$ cat src/rtl/compare_pkg.sv
// Shared encodings for compare_serial: relation modes, FSM states and the
// mapping from the final carry/zero flags to the selected relation.
package compare_pkg;

  typedef enum logic [2:0] {
    CMP_GT = 3'd0,
    CMP_GE = 3'd1,
    CMP_LT = 3'd2,
    CMP_LE = 3'd3,
    CMP_EQ = 3'd4,
    CMP_NE = 3'd5
  } cmp_mode_t;

  typedef enum logic [1:0] {
    S_IDLE = 2'd0,
    S_RUN  = 2'd1,
    S_FIN  = 2'd2
  } cmp_state_t;

  // ge is the final carry of A + ~B + 1; reserved modes read as 0.
  function automatic logic cmp_result(input logic [2:0] mode,
                                      input logic       ge,
                                      input logic       eq);
    logic gt;
    gt = ge & ~eq;
    case (mode)
      CMP_GT:  return gt;
      CMP_GE:  return ge;
      CMP_LT:  return ~ge;
      CMP_LE:  return ~gt;
      CMP_EQ:  return eq;
      CMP_NE:  return ~eq;
      default: return 1'b0;
    endcase
  endfunction

endpackage

$ cat src/rtl/compare_serial_if.sv
// Request/result bundle for compare_serial; master drives requests, slave is
// the comparator.
interface compare_serial_if #(
  parameter int WIDTH = 16
);
  logic             START;
  logic [WIDTH-1:0] I0;
  logic [WIDTH-1:0] I1;
  logic [2:0]       MODE;
  logic             SIGNED;
  logic             BUSY;
  logic             DONE;
  logic             O;
  logic             EQ;

  modport master (
    output START, I0, I1, MODE, SIGNED,
    input  BUSY, DONE, O, EQ
  );

  modport slave (
    input  START, I0, I1, MODE, SIGNED,
    output BUSY, DONE, O, EQ
  );
endinterface

$ cat src/rtl/add_chunk_cin_cout.sv
// CHUNK-bit ripple adder with carry in/out, written as per-bit full adders so
// synthesis maps it onto the dedicated carry chain.
module add_chunk_cin_cout #(
  parameter int CHUNK = 4
) (
  input  logic [CHUNK-1:0] A,
  input  logic [CHUNK-1:0] B,
  input  logic             CIN,
  output logic [CHUNK-1:0] S,
  output logic             COUT
);

  logic [CHUNK:0] c;

  assign c[0] = CIN;

  for (genvar i = 0; i < CHUNK; i++) begin : g_fa
    assign S[i]   = A[i] ^ B[i] ^ c[i];
    assign c[i+1] = (A[i] & B[i]) | (c[i] & (A[i] ^ B[i]));
  end

  assign COUT = c[CHUNK];

endmodule

$ cat src/rtl/compare_serial.sv
// Multi-cycle magnitude comparator: A + ~B + 1 evaluated CHUNK bits per cycle,
// LSB first. Define COMPARE_SERIAL_SIGNED_EN to honour the SIGNED input.
module compare_serial
  import compare_pkg::*;
#(
  parameter int WIDTH = 16,
  parameter int CHUNK = 4
) (
  input  logic              CLK,
  input  logic              RESET,
  compare_serial_if.slave   bus
);

  localparam int N  = WIDTH / CHUNK;
  localparam int CW = (N > 1) ? $clog2(N) : 1;

  cmp_state_t        state;
  logic [CW-1:0]     cnt;
  logic              carry;
  logic              zero;
  logic              busy_r;
  logic              done_r;
  logic              o_r;
  logic              eq_r;

  logic [WIDTH-1:0]  a_q;
  logic [WIDTH-1:0]  b_q;
  logic [2:0]        mode_q;

  logic [CHUNK-1:0]  sum;
  logic              cout;
  logic              accept;
  logic              last;
  logic              eq_fin;
  logic [WIDTH-1:0]  a_in;
  logic [WIDTH-1:0]  b_in;

  assign accept = bus.START && (state != S_RUN);
  assign last   = (cnt == CW'(N - 1));
  assign eq_fin = zero & (sum == '0);

`ifdef COMPARE_SERIAL_SIGNED_EN
  // Flipping both sign bits turns two's-complement order into unsigned order.
  localparam logic [WIDTH-1:0] MSB_MASK = {1'b1, {(WIDTH-1){1'b0}}};
  assign a_in = bus.SIGNED ? (bus.I0 ^ MSB_MASK) : bus.I0;
  assign b_in = bus.SIGNED ? (bus.I1 ^ MSB_MASK) : bus.I1;
`else
  assign a_in = bus.I0;
  assign b_in = bus.I1;
`endif

  // Operand registers shift right so the active chunk is always at bit 0.
  always_ff @(posedge CLK) begin
    if (accept) begin
      a_q    <= a_in;
      b_q    <= b_in;
      mode_q <= bus.MODE;
    end else if (state == S_RUN) begin
      a_q <= a_q >> CHUNK;
      b_q <= b_q >> CHUNK;
    end
  end

  add_chunk_cin_cout #(
    .CHUNK (CHUNK)
  ) u_add (
    .A    (a_q[CHUNK-1:0]),
    .B    (~b_q[CHUNK-1:0]),
    .CIN  (carry),
    .S    (sum),
    .COUT (cout)
  );

  always_ff @(posedge CLK) begin
    if (RESET) begin
      state  <= S_IDLE;
      cnt    <= '0;
      carry  <= 1'b1;
      zero   <= 1'b1;
      busy_r <= 1'b0;
      done_r <= 1'b0;
      o_r    <= 1'b0;
      eq_r   <= 1'b0;
    end else begin
      done_r <= 1'b0;
      case (state)
        S_RUN: begin
          carry <= cout;
          zero  <= eq_fin;
          cnt   <= cnt + 1'b1;
          if (last) begin
            state  <= S_FIN;
            busy_r <= 1'b0;
            done_r <= 1'b1;
            o_r    <= cmp_result(mode_q, cout, eq_fin);
            eq_r   <= eq_fin;
          end
        end
        default: begin
          if (bus.START) begin
            state  <= S_RUN;
            cnt    <= '0;
            carry  <= 1'b1;
            zero   <= 1'b1;
            busy_r <= 1'b1;
          end else begin
            state  <= S_IDLE;
          end
        end
      endcase
    end
  end

  assign bus.BUSY = busy_r;
  assign bus.DONE = done_r;
  assign bus.O    = o_r;
  assign bus.EQ   = eq_r;

endmodule

$ cat src/flat_wrapper.sv
// flat-port wrapper written by rule: the top's interface ports become plain ports
module compare_serial_flat import compare_pkg::*;
#(
  parameter int WIDTH = 16,
  parameter int CHUNK = 4
)
  (CLK, RESET, bus_START, bus_I0, bus_I1, bus_MODE, bus_SIGNED, bus_BUSY, bus_DONE, bus_O, bus_EQ);
  compare_serial_if #(.WIDTH(WIDTH)) bus_i ();
  input  logic CLK;
  input  logic RESET;
  input wire logic [$bits(bus_i.START)-1:0] bus_START;
  input wire logic [$bits(bus_i.I0)-1:0] bus_I0;
  input wire logic [$bits(bus_i.I1)-1:0] bus_I1;
  input wire logic [$bits(bus_i.MODE)-1:0] bus_MODE;
  input wire logic [$bits(bus_i.SIGNED)-1:0] bus_SIGNED;
  output wire logic [$bits(bus_i.BUSY)-1:0] bus_BUSY;
  output wire logic [$bits(bus_i.DONE)-1:0] bus_DONE;
  output wire logic [$bits(bus_i.O)-1:0] bus_O;
  output wire logic [$bits(bus_i.EQ)-1:0] bus_EQ;
  assign bus_i.START = bus_START;
  assign bus_i.I0 = bus_I0;
  assign bus_i.I1 = bus_I1;
  assign bus_i.MODE = bus_MODE;
  assign bus_i.SIGNED = bus_SIGNED;
  assign bus_BUSY = bus_i.BUSY;
  assign bus_DONE = bus_i.DONE;
  assign bus_O = bus_i.O;
  assign bus_EQ = bus_i.EQ;
  compare_serial #(.WIDTH(WIDTH), .CHUNK(CHUNK)) u_core (.CLK(CLK), .RESET(RESET), .bus(bus_i));
endmodule
$ cat config.mk
export PLATFORM = sky130hd
export DESIGN_NAME = compare_serial_flat
export DESIGN_NICKNAME = d
export VERILOG_FILES = /design/src/rtl/compare_pkg.sv /design/src/rtl/compare_serial_if.sv /design/src/rtl/add_chunk_cin_cout.sv /design/src/rtl/compare_serial.sv /design/src/flat_wrapper.sv
export SDC_FILE = /design/constraint.sdc
export NUM_CORES = 1
export LEC_CHECK = 0
export ABC_AREA = 1
export CORE_UTILIZATION = 45
export CTS_CLUSTER_DIAMETER = 100
export DETAILED_ROUTE_END_ITERATION = 8
export GPL_ROUTABILITY_DRIVEN = 1
export MAX_ROUTING_LAYER = met4
export PLACE_DENSITY = 0.75
export SYNTH_ARGS = -nofsm -noshare
export SYNTH_HDL_FRONTEND = slang
export SYNTH_SLANG_ARGS = --single-unit
$ cat constraint.sdc
create_clock -name CLK -period 2.2 [get_ports CLK]
set_input_delay 0.55 -clock CLK [delete_from_list [all_inputs] [get_ports CLK]]
set_output_delay 0.55 -clock CLK [all_outputs]
set_load 0.05 [all_outputs]
# --- Word-level counts from Yosys, hierarchy flattened ---
# Cells that the tools add are included.
totals:
  ff_bits: 45
  inputBits: 39
  output_inout_bits: 4
op_classes:
  n_addsub: 1
  n_eq_ne: 9
  mux: 16
  bitwise: 27
  reduce_logical: 8
ops:
  columns: ["cell", "count"]
  rows:
  - ["two-way mux 16 bit", 4]
  - ["bitwise AND 1 bit", 10]
  - ["two-way mux 2 bit", 4]
  - ["XOR 1 bit", 8]
  - ["two-way mux 1 bit", 7]
  - ["equality test 3 x 2 -> 1 bit, second input constant", 2]
  - ["equality test 3 bit, second input constant", 2]
  - ["one-hot mux 1 bit (6 select lines)", 1]
  - ["zero test 4 bit", 1]
  - ["inequality test 2 x 1 -> 1 bit, second input constant", 2]
  - ["NOT 1 bit", 4]
  - ["NOT 4 bit", 1]
  - ["bitwise OR 1 bit", 4]
  - ["AND reduction 2 bit", 2]
  - ["nonzero test 2 bit", 2]
  - ["equality test 3 x 1 -> 1 bit, second input constant", 1]
  - ["zero test 3 bit", 1]
  - ["adder 2 x 1 -> 2 bit, second input constant", 1]
  - ["equality test 2 x 1 -> 1 bit, second input constant", 1]
  - ["equality test 2 bit, second input constant", 1]
  - ["OR reduction 2 bit", 1]
  - ["logical AND 1 bit", 1]

# --- Logic depth before layout (Yosys ltp) ---
# Gate-level depths: netlist (run 1).
depth:
  word_depth: 15
  ltp_mapped: 13
  mapped_depth_nobuf: 13

# --- By module ---
# From an unflattened synthesis (run 1), not the netlist that was laid out.
unflattened:
  cells_unflattened: 209
  area_unflattened_um2: 2020.7
by_module_without_submodules:
  columns: ["module", "n_inst", "cells_per_inst", "area_each_um2", "seq_area_each_um2"]
  rows:
  - ["compare_serial", 1, 195, 1903.1, 1251.2]
  - ["add_chunk_cin_cout", 1, 14, 117.6, 0.0]

# --- Worst setup path after synthesis (run 1) ---
# Ideal clock, no wire load.
synth_timing:
  path_kind: "flip-flop to flip-flop"
  start: "register u_core.b_q[0]"
  end: "register u_core.o_r, in the netlist u_core.bus.O"
  setup_time_ns: 0.120
  arrival_ns: 2.328
  path_slack_ns: -0.248
  path_stages_with_launch: 14
  n_path_buf: 0
  path_cell_list: "edfxtp_1 inv_1 fa_1 inv_1 fa_1 fa_1 fa_1 nand2_1 nor2_1 nand2_1 nand2_1 nand2_1 nor2_1 a21oi_1"
synth_between:
  elab_chain_len: 15
  elab_cells_between_ends: 22
  classes_between: "mux (1); bitwise (20); reduce/logical (1)"
synth_lines:
  columns: ["item", "line", "source"]
  rows:
  - ["start: declaration", "compare_serial.sv:27", "logic [WIDTH-1:0] b_q;"]
  - ["start signal: assignment", "compare_serial.sv:56", "b_q <= b_in;"]
  - ["start signal: assignment", "compare_serial.sv:60", "b_q <= b_q >> CHUNK;"]
  - ["NOT 4 bit (*)", "compare_serial.sv:68", ".B (~b_q[CHUNK-1:0]),"]
  - ["XOR 1 bit", "add_chunk_cin_cout.sv:18, add_chunk_cin_cout.sv:19", null]
  - ["bitwise AND 1 bit", "add_chunk_cin_cout.sv:19", "assign c[i+1] = (A[i] & B[i]) | (c[i] & (A[i] ^ B[i]));"]
  - ["bitwise OR 1 bit", "add_chunk_cin_cout.sv:19", null]
  - ["bitwise AND 1 bit", "add_chunk_cin_cout.sv:19", null]
  - ["bitwise OR 1 bit", "add_chunk_cin_cout.sv:19", null]
  - ["bitwise AND 1 bit", "add_chunk_cin_cout.sv:19", null]
  - ["bitwise OR 1 bit", "add_chunk_cin_cout.sv:19", null]
  - ["XOR 1 bit", "add_chunk_cin_cout.sv:18", "assign S[i] = A[i] ^ B[i] ^ c[i];"]
  - ["zero test 4 bit", "compare_serial.sv:40", "assign eq_fin = zero & (sum == '0);"]
  - ["bitwise AND 1 bit", "compare_serial.sv:40", null]
  - ["NOT 1 bit", "compare_pkg.sv:25, compare_pkg.sv:32", null]
  - ["bitwise AND 1 bit", "compare_pkg.sv:25", "gt = ge & ~eq;"]
  - ["NOT 1 bit", "compare_pkg.sv:30", "CMP_LE: return ~gt;"]
  - ["one-hot mux 1 bit (6 select lines) (*)", "compare_pkg.sv:26", "case (mode)"]
  - ["end signal: assignment", "compare_serial.sv:95", "o_r <= cmp_result(mode_q, cout, eq_fin);"]
  - ["end: declaration", "compare_serial.sv:23", "logic o_r;"]
# Mark *: on every way between the ends. The rest lies on a longest branch, timed or not.
# A chain may end at the register's enable or synchronous reset.

# --- Final worst setup path (run 1) ---
# Same ends and word-level chain as after synthesis.

==> out/qor.yml, run 1 <==
cp_cell_sequence: "inv_2 > fa_1 > inv_1 > fa_2 > fa_2 > fa_1 > nand2_1 > nor2_2 > nand2_1 > nand2_1 > nand2_1 > nor2_1 > a21oi_1"
grt_start_max_net_pins: 33
p_sw_uw: 457
cp-end-kind: "register"
ant_nets: 0
post_drt_wl_per_cell_um: 11.2
combPwrFrac_pct: 16.4
wl_met3_um: 193
viasPerCell: 4.64
grt_overflow: 0
fillCellCount: 364
antenna_found_initial: 0
wl_met1_mm: 1.51
power.internal_uw: 1500
status: "finished, violations left"
critPathKind: "reg -> reg"
r2r-start: "u_core.b_q[0]$_DFFE_PP_"
p_seq_share_pct: 53.2
die_y_um: 68.8
hold_end: "u_core.cnt[0]$_SDFFE_PP0P_"
ios: 43
synth_edf_count: 35
cpPeakStageDelay_ns: 0.51
cts_tree: "built"
port_buffers: 41
reg2reg_to: "u_core.bus.O$_SDFFE_PP0P_"
ys_ff_latch: 45
hold_slack_ns: 0.478
clkTransAtPathRegs_ns: 0.08
numCtsBuffers: 5
place_inst: 294
clock_power_share_pct: 30.4
num_antenna_cells: 0
clk_latency_ns: 0.29
slew_violations: 0
drt_iter0_markers: 57
leakage_uw: 0.00118
firstDrtPassIters: 5
rsz0062_at_grt: "yes"
r2r_slack_ns: -0.33
hold_class: "reg -> reg"
fin_cells: 302
drive_gt1_share_pct: 9.92
fmax_mhz: 395
clock-sinks: 45
grt_usage_pct: 17.7
fp-row-count: 23
synth_ff_type: "edfxtp_1"
violations: "setup timing"
period_needed_ns: 2.53
tightest_slew_ns: 0.487
drc: 0
cpMostUsedCell: "nand2_1"
wirelength_mm: 3.39
vdd_drop_max_mv: 0.501
synthMostInstantiatedCell: "nand2_1"
cellPowerDensity_nw_per_um2: 751
ys_types: 21
route.met2.wl_mm: 1.67
fin_total_pwr_uw: 1960
netlist.area_leader.share_pct: 52.4
netlist_instances: 203
synthTopCellsByArea: "edfxtp_1 52%, nand2_1 16%, dfxtp_1 10%"
reg2reg_depth: 13
async_flop_share_pct: 0
first_global_vias: 1388
fin_nets: 295
avgSynthCellArea_sq_um: 9.88
syn-num-nets: 247
slew_headroom_pct: 67.4
clk_path_buf_depth: 2
grt_pass1_wl_mm: 5.75
critPathMaxFanout: 2
coreArea_sq_um: 4140
post_cts_buffers: 0
crit_required_ns: 2.37
synth_area_leader_cell: "edfxtp_1"
hp-start: "u_core.cnt[0]$_SDFFE_PP0P_"
drv_cap: 0
area_delta_synth_final_pct: 29.8
gp_congestion: 0.745
die-area_sq_um: 4730
maxUsedRoutingLayer: "met4"
initial_core_util_pct: 48.4
timing.final.ws_setup_ns: -0.334
syn_area_sq_um: 2010
finalCritPeriodShare_pct: 115
cp-start-kind: "register"
hold_depth: 1
pre_cts_slack_ns: -0.349
cp.arrival_ns: 2.71
netSwitchingFraction_pct: 23.4
htree_levels: 2
setup_viol: 3
die_w_um: 68.8
utilization_pct: 62.8
ys_warn_count: 0
finalHoldViolCount: 0
via_count: 1402
synthTopCellsByCount: "84 x nand2_1, 35 x edfxtp_1, 23 x inv_1"
dpl.hpwl_mm: 2.39
yosysSeqAreaShare_pct: 62.4
fin_worst_skew_ns: 0.00941
cts_root_buf: "clkbuf_8"
cp_slowest_cell: "fa_1"
==> cells in the final DEF, fill, tap and decap left out <==
cell type        count
clkbuf_8             5
nor3_1               2
buf_4                4
nand3_1              3
o22ai_1              1
o21ai_0              4
nor2_2               1
a21oi_1              4
inv_4                1
nor2_8               1
dfxtp_1             10
ha_1                 1
nand2_2              2
fa_2                 2
edfxtp_1            35
nor2_4               1
clkinv_1             1
clkdlybuf4s50_1     41
nand2_1             84
buf_12               1
a21oi_2              1
clkbuf_1             1
bufinv_16            1
o21bai_1             1
nand2_4              1
fa_1                 2
inv_2                4
nor2_1              15
inv_1               22
==> power by group through the flow <==
stage                     combinational [uW]  clock [uW]  sequential [uW]
after floorplan                          190           0             1060
after global placement                   302           0             1050
after detailed placement                 321           0             1060
after CTS                                326         614             1040
after global routing                     370         644             1050
final                                    322         594             1040
==> worst max-delay path, delay by kind of cell, from the launching register on <==
family | cells | cell delay, ns
and+or+nand+nor | 6 | 0.45
buffers and inverters | 2 | 0.13
DFF | 1 | 0.41
AOI/OAI and AO/OA | 1 | 0.07
adders and majority gates | 4 | 1.37
==> stage by stage <==
| stage | TNS [ns] | area (sq um) |
|---|---|---|
| global route | -1.18 | 2600 |
| global placement | -0.540 | 2490 |
| finish | -0.830 | 2600 |
| detailed placement | -0.883 | 2490 |
| CTS | -0.909 | 2600 |
| floorplan | -0.200 | 2010 |
==> routing by layer <==
| metal | vias to the layer above | GRT usage (%) |
|---|---|---|
| met1 | 625 | 20.0 |
| met3 | 2 | 4.44 |
| met5 | - | - |
| li1 | 732 | - |
| met2 | 43 | 31.1 |
| met4 | 0 | 4.59 |
==> cells by family (layout without fill, tap and decap cells) <==
group	Yosys count	count (layout)	share of synthesized area [%]
fa+ha+maj	5	5	4.62
flops	45	45	62.4
buf+inv	32	81	7.36
compound gates	11	11	2.93
simple gates	110	110	22.7
==> registers in the layout, indices dropped and copies added, names as in the netlist <==
register,cells
u_core.a_q,16
u_core.b_q,16
u_core.mode_q,3
u_core.cnt,2
u_core.state,2
u_core.bus.BUSY,1
u_core.bus.DONE,1
u_core.bus.EQ,1
u_core.bus.O,1
u_core.carry,1
u_core.zero,1
==> timing repair <==
| action | CTS | global route |
|---|---|---|
| cloned | 0 | 0 |
| resized for setup | 2 | 1 |
| hold buffers | 0 | 0 |
| pin swaps | 0 | 1 |
| endpoints found under the setup margin | 3 | 3 |
==> cell type report <==
class	count	area, sq um	share of cell area, %
flip-flops and latches	45	1250	48.1
multi-input cells	126	618	23.7
repair buffers	46	460	17.7
inverters	27	104	3.99
clock buffers	6	72.6	2.79
well taps	50	62.6	2.40
clock inverters	2	33.8	1.30
==> how the worst max path moves through the flow <==
stage / startpoint / to / slack (ns)
after floorplan: u_core.b_q[0]$_DFFE_PP_ / u_core.bus.O$_SDFFE_PP0P_ / -0.18
after global routing: u_core.b_q[0]$_DFFE_PP_ / u_core.bus.O$_SDFFE_PP0P_ / -0.45
final: u_core.b_q[0]$_DFFE_PP_ / u_core.bus.O$_SDFFE_PP0P_ / -0.33
after CTS: u_core.b_q[0]$_DFFE_PP_ / u_core.bus.O$_SDFFE_PP0P_ / -0.36
after detailed placement: u_core.b_q[0]$_DFFE_PP_ / u_core.bus.O$_SDFFE_PP0P_ / -0.35
after global placement: u_core.b_q[0]$_DFFE_PP_ / u_core.bus.O$_SDFFE_PP0P_ / -0.23
Power figures use the tool's default switching activity.
==> inputs of run 2 (changes only) <==
Settings changed: ABC_AREA 1 to default.
==> run 2 against run 1 <==
Net effect: the flow still finishes with violations (setup timing); via count fell by 13%; power decreased by 4.0%; design area fell by 1.3%; global-route usage increased by 0.17 points; die area decreased by 3.3%; critical path type unchanged; largest cell class unchanged.
==> out/qor.yml, run 2 <==
rsz0062_at_grt: "yes"
drv_cap: 0  # unchanged
clock_power_share_pct: 25.9  # -4.5 points
cp_cell_sequence: "inv_2 > fa_2 > inv_2 > fa_2 > fa_2 > fa_1 > nand3b_4 > or4b_1 > a31o_1 > a31oi_1"
cts_tree: "built"
wirelength_mm: 3.51  # +3.5%
reg2reg_depth: 10  # -3
p_sw_uw: 434  # -5.1%
grt_start_max_net_pins: 33  # unchanged
netlist_instances: 134  # -34%
die-area_sq_um: 4570  # -3.3%
r2r-start: "u_core.b_q[0]$_DFFE_PP_"
via_count: 1223  # -13%
timing.critical_path.max_delay_family: "adder cells"
vdd_drop_max_mv: 0.460  # -8.2%
critPathKind: "reg -> reg"
design_area_sq_um: 2570  # -1.3%
period_needed_ns: 2.84  # +0.310 ns
netlist.area_leader.share_pct: 54.2  # +1.8 points
ios: 43  # unchanged
crit_required_ns: 2.43  # +0.06 ns
first_global_vias: 1241  # -11%
clock-sinks: 45  # unchanged
cp.arrival_ns: 3.07  # +0.36 ns
dpl.hpwl_mm: 2.43  # +1.6%
synth_area_leader_cell: "edfxtp_1"
finalCritPeriodShare_pct: 129  # +14 points
ys_warn_count: 0  # unchanged
clk_path_buf_depth: 2  # unchanged
grt_usage_pct: 17.8  # +0.17 points
area_delta_synth_final_pct: 32.5
ys_types: 27  # +29%
top_regs: "u_core.a_q (16), u_core.b_q (16), u_core.mode_q (3)"
port_buffers: 41  # unchanged
setup-tns-final_ns: -1.37  # -0.542 ns
num_antenna_cells: 0  # unchanged
timing.final.ws_setup_ns: -0.644  # -0.310 ns
ys_ff_latch: 45  # unchanged
cpPeakStageDelay_ns: 0.54  # +0.03 ns
drive_gt1_share_pct: 25.8  # +16 points
grt_overflow: 0  # unchanged
hp-start: "u_core.bus.EQ$_SDFFE_PP0P_"
htree_levels: 2  # unchanged
synthTopCellsByCount: "35 x edfxtp_1, 24 x mux2_2, 10 x dfxtp_1, 10 x nor2_1, 8 x and3_1"
cts_root_buf: "clkbuf_8"
p_seq_share_pct: 55.4  # +2.2 points
initial_core_util_pct: 47.8  # -0.64 points
drt_iter0_markers: 91  # +60%
reg2reg_to: "u_core.bus.O$_SDFFE_PP0P_"
yosysSeqAreaShare_pct: 64.6  # +2.2 points
syn-num-nets: 178  # -28%
hold_class: "reg -> reg"
clk_latency_ns: 0.29  # about the same
clkTransAtPathRegs_ns: 0.08  # about the same
critPathMaxFanout: 2  # unchanged
ant_nets: 0  # unchanged
antenna_found_initial: 0  # unchanged
viasPerCell: 5.18  # +12%
cpMostUsedCell: "fa_2"
coreArea_sq_um: 4060  # -2.1%
firstDrtPassIters: 2  # -3
fp-row-count: 23  # unchanged
fmax_mhz: 352  # -11%
r2r_slack_ns: -0.64  # -0.31 ns
crit_buf_inv: 2  # unchanged
hold_slack_ns: 0.492  # +0.0140 ns
fillCellCount: 307  # -16%
detailed_place.area_sq_um: 2460  # -1.1%
fin_total_pwr_uw: 1880  # -4.0%
netSwitchingFraction_pct: 23.1  # -0.27 points
leakage_uw: 0.000976  # -17%
status: "finished, violations left"
synthTopCellsByArea: "edfxtp_1 54%, mux2_2 14%, dfxtp_1 10%"
syn_area_sq_um: 1940  # -3.4%
finalHoldViolCount: 0  # unchanged
combPwrFrac_pct: 18.7  # +2.3 points
avgSynthCellArea_sq_um: 14.5  # +46%
grt_pass1_wl_mm: 5.58  # -3.0%
most-common-layout-cells: "41 x clkdlybuf4s50_1, 35 x edfxtp_1, 24 x mux2_2"
synth_edf_count: 35  # unchanged
cp-start-kind: "register"
drc: 0  # unchanged
tightest_slew_ns: 0.498  # +0.0112 ns
fin_worst_skew_ns: 0.00439  # -0.00502 ns
synth_ff_type: "edfxtp_1"
numCtsBuffers: 5  # unchanged
cellPowerDensity_nw_per_um2: 731  # -2.7%
ctsHoldBuffers: 0  # unchanged
utilization_pct: 63.3  # +0.47 points
post_drt_wl_per_cell_um: 14.9  # +32%
hold_depth: 2  # +1
slew_headroom_pct: 66.7  # -0.75 points
setup_viol: 4  # +1
die_w_um: 67.6  # -1.7%
die_y_um: 67.6  # -1.7%
cp-end-kind: "register"
hold_end: "u_core.bus.EQ$_SDFFE_PP0P_"
violations: "setup timing"
fin_nets: 229  # -22%
final_common_cell: "clkdlybuf4s50_1"
power.internal_uw: 1440  # -3.7%
async_flop_share_pct: 0  # unchanged
cp_slowest_cell: "fa_1"
slew_violations: 0  # unchanged
gp_congestion: 0.756  # +1.5%
synthMostInstantiatedCell: "edfxtp_1"
-- run 2: cells by family (layout without fill, tap and decap cells) --
| logic type | Yosys count | in the layout | share of synthesized area [%] |
|---|---|---|---|
| compound gates | 11 | 11 | 3.36 |
| buf+inv | 12 | 64 | 2.52 |
| fa+ha+maj | 5 | 5 | 4.78 |
| simple gates | 37 | 37 | 10.8 |
| flops | 45 | 45 | 64.6 |
| mux | 24 | 24 | 13.9 |
-- run 2: per-stage QoR --
| stage | setup slack (ns) | std cells |
|---|---|---|
| floorplan | -0.628 | 134 |
| global placement | -0.648 | 227 |
| detailed placement | -0.738 | 227 |
| CTS | -0.651 | 236 |
| global route | -0.762 | 236 |
| finish | -0.644 | 236 |
-- run 2: worst max path at each step --
stage	depth (start not counted)	endpoint	slack [ns]	start
detailed placement	10	u_core.bus.O$_SDFFE_PP0P_	-0.74	u_core.b_q[0]$_DFFE_PP_
finish	10	u_core.bus.O$_SDFFE_PP0P_	-0.64	u_core.b_q[0]$_DFFE_PP_
global route	10	u_core.bus.O$_SDFFE_PP0P_	-0.76	u_core.b_q[0]$_DFFE_PP_
global placement	10	u_core.bus.O$_SDFFE_PP0P_	-0.65	u_core.b_q[0]$_DFFE_PP_
floorplan	10	u_core.bus.O$_SDFFE_PP0P_	-0.63	u_core.b_q[0]$_DFFE_PP_
CTS	10	u_core.bus.O$_SDFFE_PP0P_	-0.65	u_core.b_q[0]$_DFFE_PP_
-- run 2: power by group through the flow --
stage | logic, uW | clock network, uW | registers [uW]
3_5_place_dp | 331 | 0 | 1060
2_1_floorplan | 183 | 0 | 1050
6_report | 352 | 485 | 1040
5_1_grt | 384 | 529 | 1050
3_3_place_gp | 316 | 0 | 1050
4_1_cts | 351 | 494 | 1040
-- run 2: final cells by class --
class	count	area, sq um	area share (%)
Clock buffer	8	80.1	3.12
Inverter	6	22.5	0.877
Multi-Input combinational cell	77	657	25.6
Sequential cell	45	1250	48.7
Tap cell	50	62.6	2.44
Timing Repair Buffer	50	494	19.2
-- run 2: per-layer routing --
metal,vias to the layer above,GRT usage (%),wire length (um)
met1,606,21.0,1480
met5,-,-,0
li1,584,-,-
met2,28,29.2,1880
met3,5,4.05,110
met4,0,7.18,42
-- run 2: worst reg2reg max path, cell delays in order, from the launching register on --
cell and delay, ns:
edfxtp_1 0.38, inv_2 0.06, fa_2 0.19, inv_2 0.04
fa_2 0.33, fa_2 0.36, fa_1 0.54, nand3b_4 0.08
or4b_1 0.46, a31o_1 0.23, a31oi_1 0.11
-- run 2: timing repair --
item                       4_1_cts  5_1_grt
gates resized for setup          6        3
setup buffers                    1        1
cloned                           0        0
setup endpoints to repair        4        4
hold endpoints to repair         0        0
pin swaps                        7        1
